===== config.mk =====
export PLATFORM = sky130hd
export DESIGN_NAME = barycentric_interpolate
export DESIGN_NICKNAME = d
export VERILOG_FILES = /design/src/rtl/barycentric_interpolate.sv
export SDC_FILE = /design/constraint.sdc
export NUM_CORES = 2
export LEC_CHECK = 0
export CORE_UTILIZATION = 55
export DETAILED_ROUTE_END_ITERATION = 8
export PLACE_DENSITY = 0.84
export RECOVER_POWER = 25
export SLEW_MARGIN = 5
export SYNTH_ARGS = -nofsm -noshare
export SYNTH_HDL_FRONTEND = slang
export SYNTH_SLANG_ARGS = --single-unit

===== constraint.sdc =====
create_clock -name clk_in -period 14.3 [get_ports clk_in]
set_clock_uncertainty 0.05 [all_clocks]
set_input_delay 2.86 -clock clk_in [delete_from_list [all_inputs] [get_ports clk_in]]
set_output_delay 2.86 -clock clk_in [all_outputs]
set_load 0.03 [all_outputs]

===== src/rtl/barycentric_interpolate.sv =====
// Barycentric reconstruction: p = u*a + v*b + w*c.
// Uses one shared multiplier and one accumulator over nine MAC cycles.
module barycentric_interpolate #(
  parameter int COORD_WIDTH = 32,
  parameter int FRAC_BITS   = 16
) (
  input  logic                               clk_in,
  input  logic                               rst_n_in,
  input  logic signed [2:0][COORD_WIDTH-1:0] a,
  input  logic signed [2:0][COORD_WIDTH-1:0] b,
  input  logic signed [2:0][COORD_WIDTH-1:0] c,
  input  logic                               init,
  output logic                               init_done,
  input  logic signed [COORD_WIDTH-1:0]      u,
  input  logic signed [COORD_WIDTH-1:0]      v,
  input  logic signed [COORD_WIDTH-1:0]      w,
  input  logic                               valid_in,
  output logic signed [2:0][COORD_WIDTH-1:0] p,
  output logic                               valid,
  output logic                               busy
);

  localparam int W  = COORD_WIDTH;
  localparam int PW = 2 * W;
  localparam int AW = 2 * W + 2;

  typedef enum logic [1:0] {
    IDLE,
    MAC,
    OUT
  } state_t;

  state_t state_q, state_d;
  logic [3:0] cnt_q, cnt_d;

  logic [2:0][W-1:0] a_q, b_q, c_q;
  logic [W-1:0]      u_q, v_q, w_q;
  logic [1:0][W-1:0] stg_q;
  logic [2:0][W-1:0] p_q;
  logic signed [AW-1:0] acc_q;

  logic take_init, take_req;
  logic in_mac, last_term, last_cnt;
  logic [1:0] axis, term;
  logic [2:0][W-1:0] vtx;
  logic signed [W-1:0]  wsel, vsel;
  logic signed [PW-1:0] prod;
  logic signed [AW-1:0] sum, sh;
  logic [AW-W:0] hi;
  logic [W-1:0]  sat;

  assign take_init = (state_q == IDLE) && init;
  assign take_req  = (state_q == IDLE) && !init && valid_in;
  assign in_mac    = (state_q == MAC);
  assign last_term = (term == 2'd2);
  assign last_cnt  = (cnt_q == 4'd8);

  always_comb begin
    axis = 2'd2;
    term = 2'd2;
    unique case (cnt_q)
      4'd0, 4'd1, 4'd2: axis = 2'd0;
      4'd3, 4'd4, 4'd5: axis = 2'd1;
      default:          axis = 2'd2;
    endcase
    unique case (cnt_q)
      4'd0, 4'd3, 4'd6: term = 2'd0;
      4'd1, 4'd4, 4'd7: term = 2'd1;
      default:          term = 2'd2;
    endcase
  end

  // term picks the (weight, vertex) pair, axis picks the coordinate
  always_comb begin
    wsel = w_q;
    vtx  = c_q;
    unique case (term)
      2'd0: begin
        wsel = u_q;
        vtx  = a_q;
      end
      2'd1: begin
        wsel = v_q;
        vtx  = b_q;
      end
      default: begin
        wsel = w_q;
        vtx  = c_q;
      end
    endcase
    vsel = vtx[2];
    unique case (axis)
      2'd0:    vsel = vtx[0];
      2'd1:    vsel = vtx[1];
      default: vsel = vtx[2];
    endcase
  end

  assign prod = wsel * vsel;
  assign sum  = acc_q + {{(AW-PW){prod[PW-1]}}, prod};
  assign sh   = sum >>> FRAC_BITS;
  assign hi   = sh[AW-1:W-1];

  always_comb begin
    sat = sh[W-1:0];
    if (!((&hi) || (~|hi))) begin
      if (sh[AW-1]) sat = {1'b1, {(W-1){1'b0}}};
      else          sat = {1'b0, {(W-1){1'b1}}};
    end
  end

  always_comb begin
    state_d = state_q;
    cnt_d   = cnt_q;
    unique case (state_q)
      IDLE: begin
        cnt_d = 4'd0;
        if (take_req) state_d = MAC;
      end
      MAC: begin
        cnt_d = cnt_q + 4'd1;
        if (last_cnt) state_d = OUT;
      end
      OUT: begin
        cnt_d   = 4'd0;
        state_d = IDLE;
      end
      default: begin
        cnt_d   = 4'd0;
        state_d = IDLE;
      end
    endcase
  end

  always_ff @(posedge clk_in or negedge rst_n_in) begin
    if (!rst_n_in) begin
      state_q <= IDLE;
      cnt_q   <= '0;
    end else begin
      state_q <= state_d;
      cnt_q   <= cnt_d;
    end
  end

  always_ff @(posedge clk_in or negedge rst_n_in) begin
    if (!rst_n_in) begin
      a_q       <= '0;
      b_q       <= '0;
      c_q       <= '0;
      init_done <= 1'b0;
    end else begin
      init_done <= take_init;
      if (take_init) begin
        a_q <= a;
        b_q <= b;
        c_q <= c;
      end
    end
  end

  always_ff @(posedge clk_in or negedge rst_n_in) begin
    if (!rst_n_in) begin
      u_q <= '0;
      v_q <= '0;
      w_q <= '0;
    end else if (take_req) begin
      u_q <= u;
      v_q <= v;
      w_q <= w;
    end
  end

  // Axes 0 and 1 wait in stg_q so all of p changes in one cycle
  always_ff @(posedge clk_in or negedge rst_n_in) begin
    if (!rst_n_in) begin
      acc_q <= '0;
      stg_q <= '0;
      p_q   <= '0;
    end else if (in_mac) begin
      acc_q <= last_term ? '0 : sum;
      if (last_term && axis == 2'd0) stg_q[0] <= sat;
      if (last_term && axis == 2'd1) stg_q[1] <= sat;
      if (last_cnt) p_q <= {sat, stg_q[1], stg_q[0]};
    end
  end

  assign p     = p_q;
  assign valid = (state_q == OUT);
  assign busy  = (state_q != IDLE);

endmodule

==> qor.csv <==
stage;metric;value;unit
die;die_footprint;121000;um^2
layout;drive_gt1_frac;0.1333;
worst_setup_path;cell_family_with_most_cp_delay;compound AO/OA/AOI/OAI gates;
global_route;grt_max_degree;186;
synthesis;synth_seq_area_share;0.2346;
synthesis;synth-seq-cells;617;
worst_setup_path;crit_type;flop to flop;
global_route;first_pass_grt_wire_length;343600;um
worst_setup_path;crit_path_frequent_cell;sky130_fd_sc_hd__inv_1;
hold_path;timing.hold.worst.class;flop to flop;
die;die_h;347.9;um
global_route;antenna_found_initial;7;
cts;clock_tree.root_cell;sky130_fd_sc_hd__clkbuf_16;
synthesis;synthDistinctLibCells;87;
flow_run;max_cap_violations;7;
cts;htree_num_levels;3;
worst_setup_path;worstPathMaxFanout;93;
cts;cts_sink_cnt;617;
die;io_pins;487;
detailed_routing;avgRoutedWirePerCell;24.89;um
synthesis;yosys_warnings;0;
worst_setup_path;type_of_destination_of_the_critical_path;flop;
die;die_w;347.9;um
global_route;first_global_vias;57877;
layout;growth_of_design_area_from_synthesis_to_finish;17.36;%
place;placedCellCount;8970;
worst_setup_path;critical_path_arrival;14.49;ns
detailed_routing;route.antenna.remaining_nets;0;
synthesis;synthFlopType;sky130_fd_sc_hd__dfrtp_1;
outcome;failing_checks;max-capacitance violations, max-slew violations;
place;globalplace.congestion;1.044;
detailed_routing;route.vias.total;54870;
timing;final_period_minus_worst_setup_slack;14.00;ns
cts;cts_made_buffers;68;
layout;final_cells;9105;
worst_setup_path;required;14.79;ns
outcome;outcome;finished with violations;
detailed_routing;route.final.wire_length;226600;um
worst_setup_path;cp-start-kind;flop;
place;place_hpwl;179900;um
detailed_routing;post_drt_via_cell_ratio;6.026;
cts;cts_tree;done;
place;numPortBuffers;486;
cts;clkLatencyLatePin;0.68;ns
worst_setup_path;cell_at_the_slowest_stage_of_the_critical_path;sky130_fd_sc_hd__o31ai_1;
synthesis;mappedNetlistNets;8612;
detailed_routing;drt_drc_violations_left;0;
layout;finalNetCount;9177;
die;placementRows;126;
timing;final_min_period_over_clock_period;0.9790;
detailed_routing;drt_first_iter_violations;5679;
timing;final-max-slew-violation-count;571;
detailed_routing;detailedRoute.firstPassIterationCount;8;
die;core_area;118400;um^2
worst_setup_path;worstPathBufferInverterCount;11;
die;initial_core_util;0.5558;
worst_setup_path;delay_of_the_slowest_cell_on_the_worst_path;0.94;ns
cts;worst_setup_hold_path_clk_slew;0.06;ns
timing;clock.fmax;71.43;MHz
synthesis;synthesis.area_per_instance;9.556;um^2
synthesis;synth_area;65810;um^2
global_route;overflow;0;
timing;timing_worst_slew_pin_value;5.065;ns
timing;slew_headroom;-2.377;
timing;tns;0;ns
cts;ctsLongestPathBuffers;3;
timing;setup_viol_count_final;0;
synthesis;synth-edff-count;0;
synthesis;post_synthesis_cells;6886;
timing;finalHoldViolCount;0;
synthesis;synthArstFlopShare;1.000;
global_route;grtUsageTotal;0.3797;
-- flip-flops by register name, indices dropped and copies added, names as in the netlist, 64 cells and up --
name / flops
b_q: 96
stg_q: 64
c_q: 96
a_q: 96
acc_q: 66
p: 96
-- timing repair --
action / CTS / global route
setup endpoints to repair: 11 / 93
hold buffers: 0 / 0
resized for setup: 0 / 52
pin swaps: 0 / 1
endpoints found under the hold margin: 0 / 0
setup buffers: 5 / 3
gates cloned: 0 / 3
-- metrics by stage --
step / util / setup slack (ns) / instance area, um^2 / hold WS (ns)
after global placement: 0.6311 / 0.2176 / 74720 / 0.3981
after floorplan: - / 1.333 / 65810 / 0.3886
final: 0.6523 / 0.3000 / 77230 / 0.4283
after detailed placement: 0.6312 / -0.03026 / 74730 / 0.4058
after global routing: 0.6523 / -0.001246 / 77230 / 0.4502
after CTS: 0.6510 / 0.04126 / 77080 / 0.4258
-- cell families (layout without fill, tap and decap cells) --
kind of cell	count (synthesis)	count (layout)	share of synthesized area
flip-flops	617	617	0.2346
adder cells (fa/ha/maj)	1338	1338	0.3780
buffers and inverters	1370	1985	0.07942
multiplexers	420	420	0.07119
AO/OA/AOI/OAI	802	803	0.08208
XOR/XNOR	123	123	0.01662
AND/OR/NAND/NOR	2216	2217	0.1381
other	0	2	0
-- cell type report --
class | instances | area (um^2)
sequential | 617 | 15440
timing repair inverter | 1 | 7.507
clock buffer | 95 | 1934
clock inverter | 27 | 347.8
fill | 9047 | 41170
multi-input combinational | 4901 | 45560
timing repair buffer | 885 | 8262
antenna | 2 | 5.005
tap | 1600 | 2002
inverter | 977 | 3671
-- path summary, 6_finish.rpt --
kind	start	slack, ns	cells past startpoint	to
setup reg to reg	cnt_q[0]	0.30	50	stg_q[3]
hold / removal	p[20]	0.43	2	p[20]
setup / recovery	cnt_q[0]	0.30	50	stg_q[3]
max in group asynchronous	rst_n_in	4.03	2	p[40]
hold reg to reg	p[20]	0.43	2	p[20]
min in group asynchronous	rst_n_in	3.95	1	c_q[9]
-- per-layer routing --
layer | share of wire | vias to the layer above | track usage | wire length [um]
met1 | 0.35 | 27591 | 0.4707 | 80190
met3 | 0.11 | 940 | 0.09201 | 24390
met5 | 0.00041 | - | 0 | 92
met4 | 0.083 | 12 | 0.2582 | 18760
met2 | 0.46 | 3406 | 0.5908 | 103200
li1 | - | 22921 | - | -
-- placed cells by master (no fill, tap or decap), types with 177 or more instances in the layout --
| cell type | Yosys | final |
|---|---|---|
| sky130_fd_sc_hd__a21oi_1 | 186 | 177 |
| sky130_fd_sc_hd__buf_4 | 2 | 360 |
| sky130_fd_sc_hd__clkdlybuf4s50_1 | 0 | 485 |
| sky130_fd_sc_hd__dfrtp_1 | 617 | 617 |
| sky130_fd_sc_hd__fa_1 | 1083 | 1083 |
| sky130_fd_sc_hd__ha_1 | 255 | 255 |
| sky130_fd_sc_hd__inv_1 | 977 | 975 |
| sky130_fd_sc_hd__mux2_2 | 384 | 384 |
| sky130_fd_sc_hd__nand2_1 | 1151 | 1150 |
| sky130_fd_sc_hd__nor2_1 | 744 | 741 |
-- synthesized netlist by cell type (9+ instances only) --
master / count / area share
sky130_fd_sc_hd__nor2b_1: 16 / 0.0015
sky130_fd_sc_hd__nand2_1: 1151 / 0.066
sky130_fd_sc_hd__nand4_1: 40 / 0.0038
sky130_fd_sc_hd__nor4_1: 27 / 0.0026
sky130_fd_sc_hd__a21oi_1: 186 / 0.014
sky130_fd_sc_hd__fa_1: 1083 / 0.33
sky130_fd_sc_hd__a211oi_1: 13 / 0.0015
sky130_fd_sc_hd__dfrtp_1: 617 / 0.23
sky130_fd_sc_hd__buf_2: 13 / 0.00099
sky130_fd_sc_hd__nand3_1: 42 / 0.0032
sky130_fd_sc_hd__a22o_1: 15 / 0.0020
sky130_fd_sc_hd__buf_1: 36 / 0.0021
sky130_fd_sc_hd__clkbuf_1: 334 / 0.019
sky130_fd_sc_hd__o21ai_0: 135 / 0.010
sky130_fd_sc_hd__mux2i_1: 36 / 0.0055
sky130_fd_sc_hd__inv_1: 977 / 0.056
sky130_fd_sc_hd__a31oi_1: 103 / 0.0098
sky130_fd_sc_hd__or3_1: 30 / 0.0029
sky130_fd_sc_hd__nor2_1: 744 / 0.042
sky130_fd_sc_hd__ha_1: 255 / 0.048
sky130_fd_sc_hd__o31ai_1: 9 / 0.0010
sky130_fd_sc_hd__and2_1: 20 / 0.0019
sky130_fd_sc_hd__xnor2_1: 86 / 0.011
sky130_fd_sc_hd__and3_1: 18 / 0.0017
sky130_fd_sc_hd__nand2b_1: 41 / 0.0039
sky130_fd_sc_hd__o21bai_1: 31 / 0.0035
sky130_fd_sc_hd__o21ai_1: 13 / 0.00099
sky130_fd_sc_hd__o311ai_0: 24 / 0.0032
sky130_fd_sc_hd__o311ai_1: 68 / 0.0091
sky130_fd_sc_hd__o21a_1: 20 / 0.0023
sky130_fd_sc_hd__xor2_1: 36 / 0.0048
sky130_fd_sc_hd__nor3_1: 50 / 0.0038
sky130_fd_sc_hd__o211ai_1: 9 / 0.0010
sky130_fd_sc_hd__a21o_1: 83 / 0.0095
sky130_fd_sc_hd__mux2_2: 384 / 0.066
-- worst reg2reg max path, delay by kind of cell, from the launching register on --
kind	cells	cell delay (ns)
AND/OR/NAND/NOR	10	2.02
buffers and inverters	11	1.36
adder cells (fa/ha/maj)	11	4.25
AO/OA/AOI/OAI	17	5.48
flip-flops	1	0.43
XOR/XNOR	1	0.26
Power is left out: the tool's default activity adds up to more than one toggle a clock period on the data nets, which glitch-free logic cannot reach.
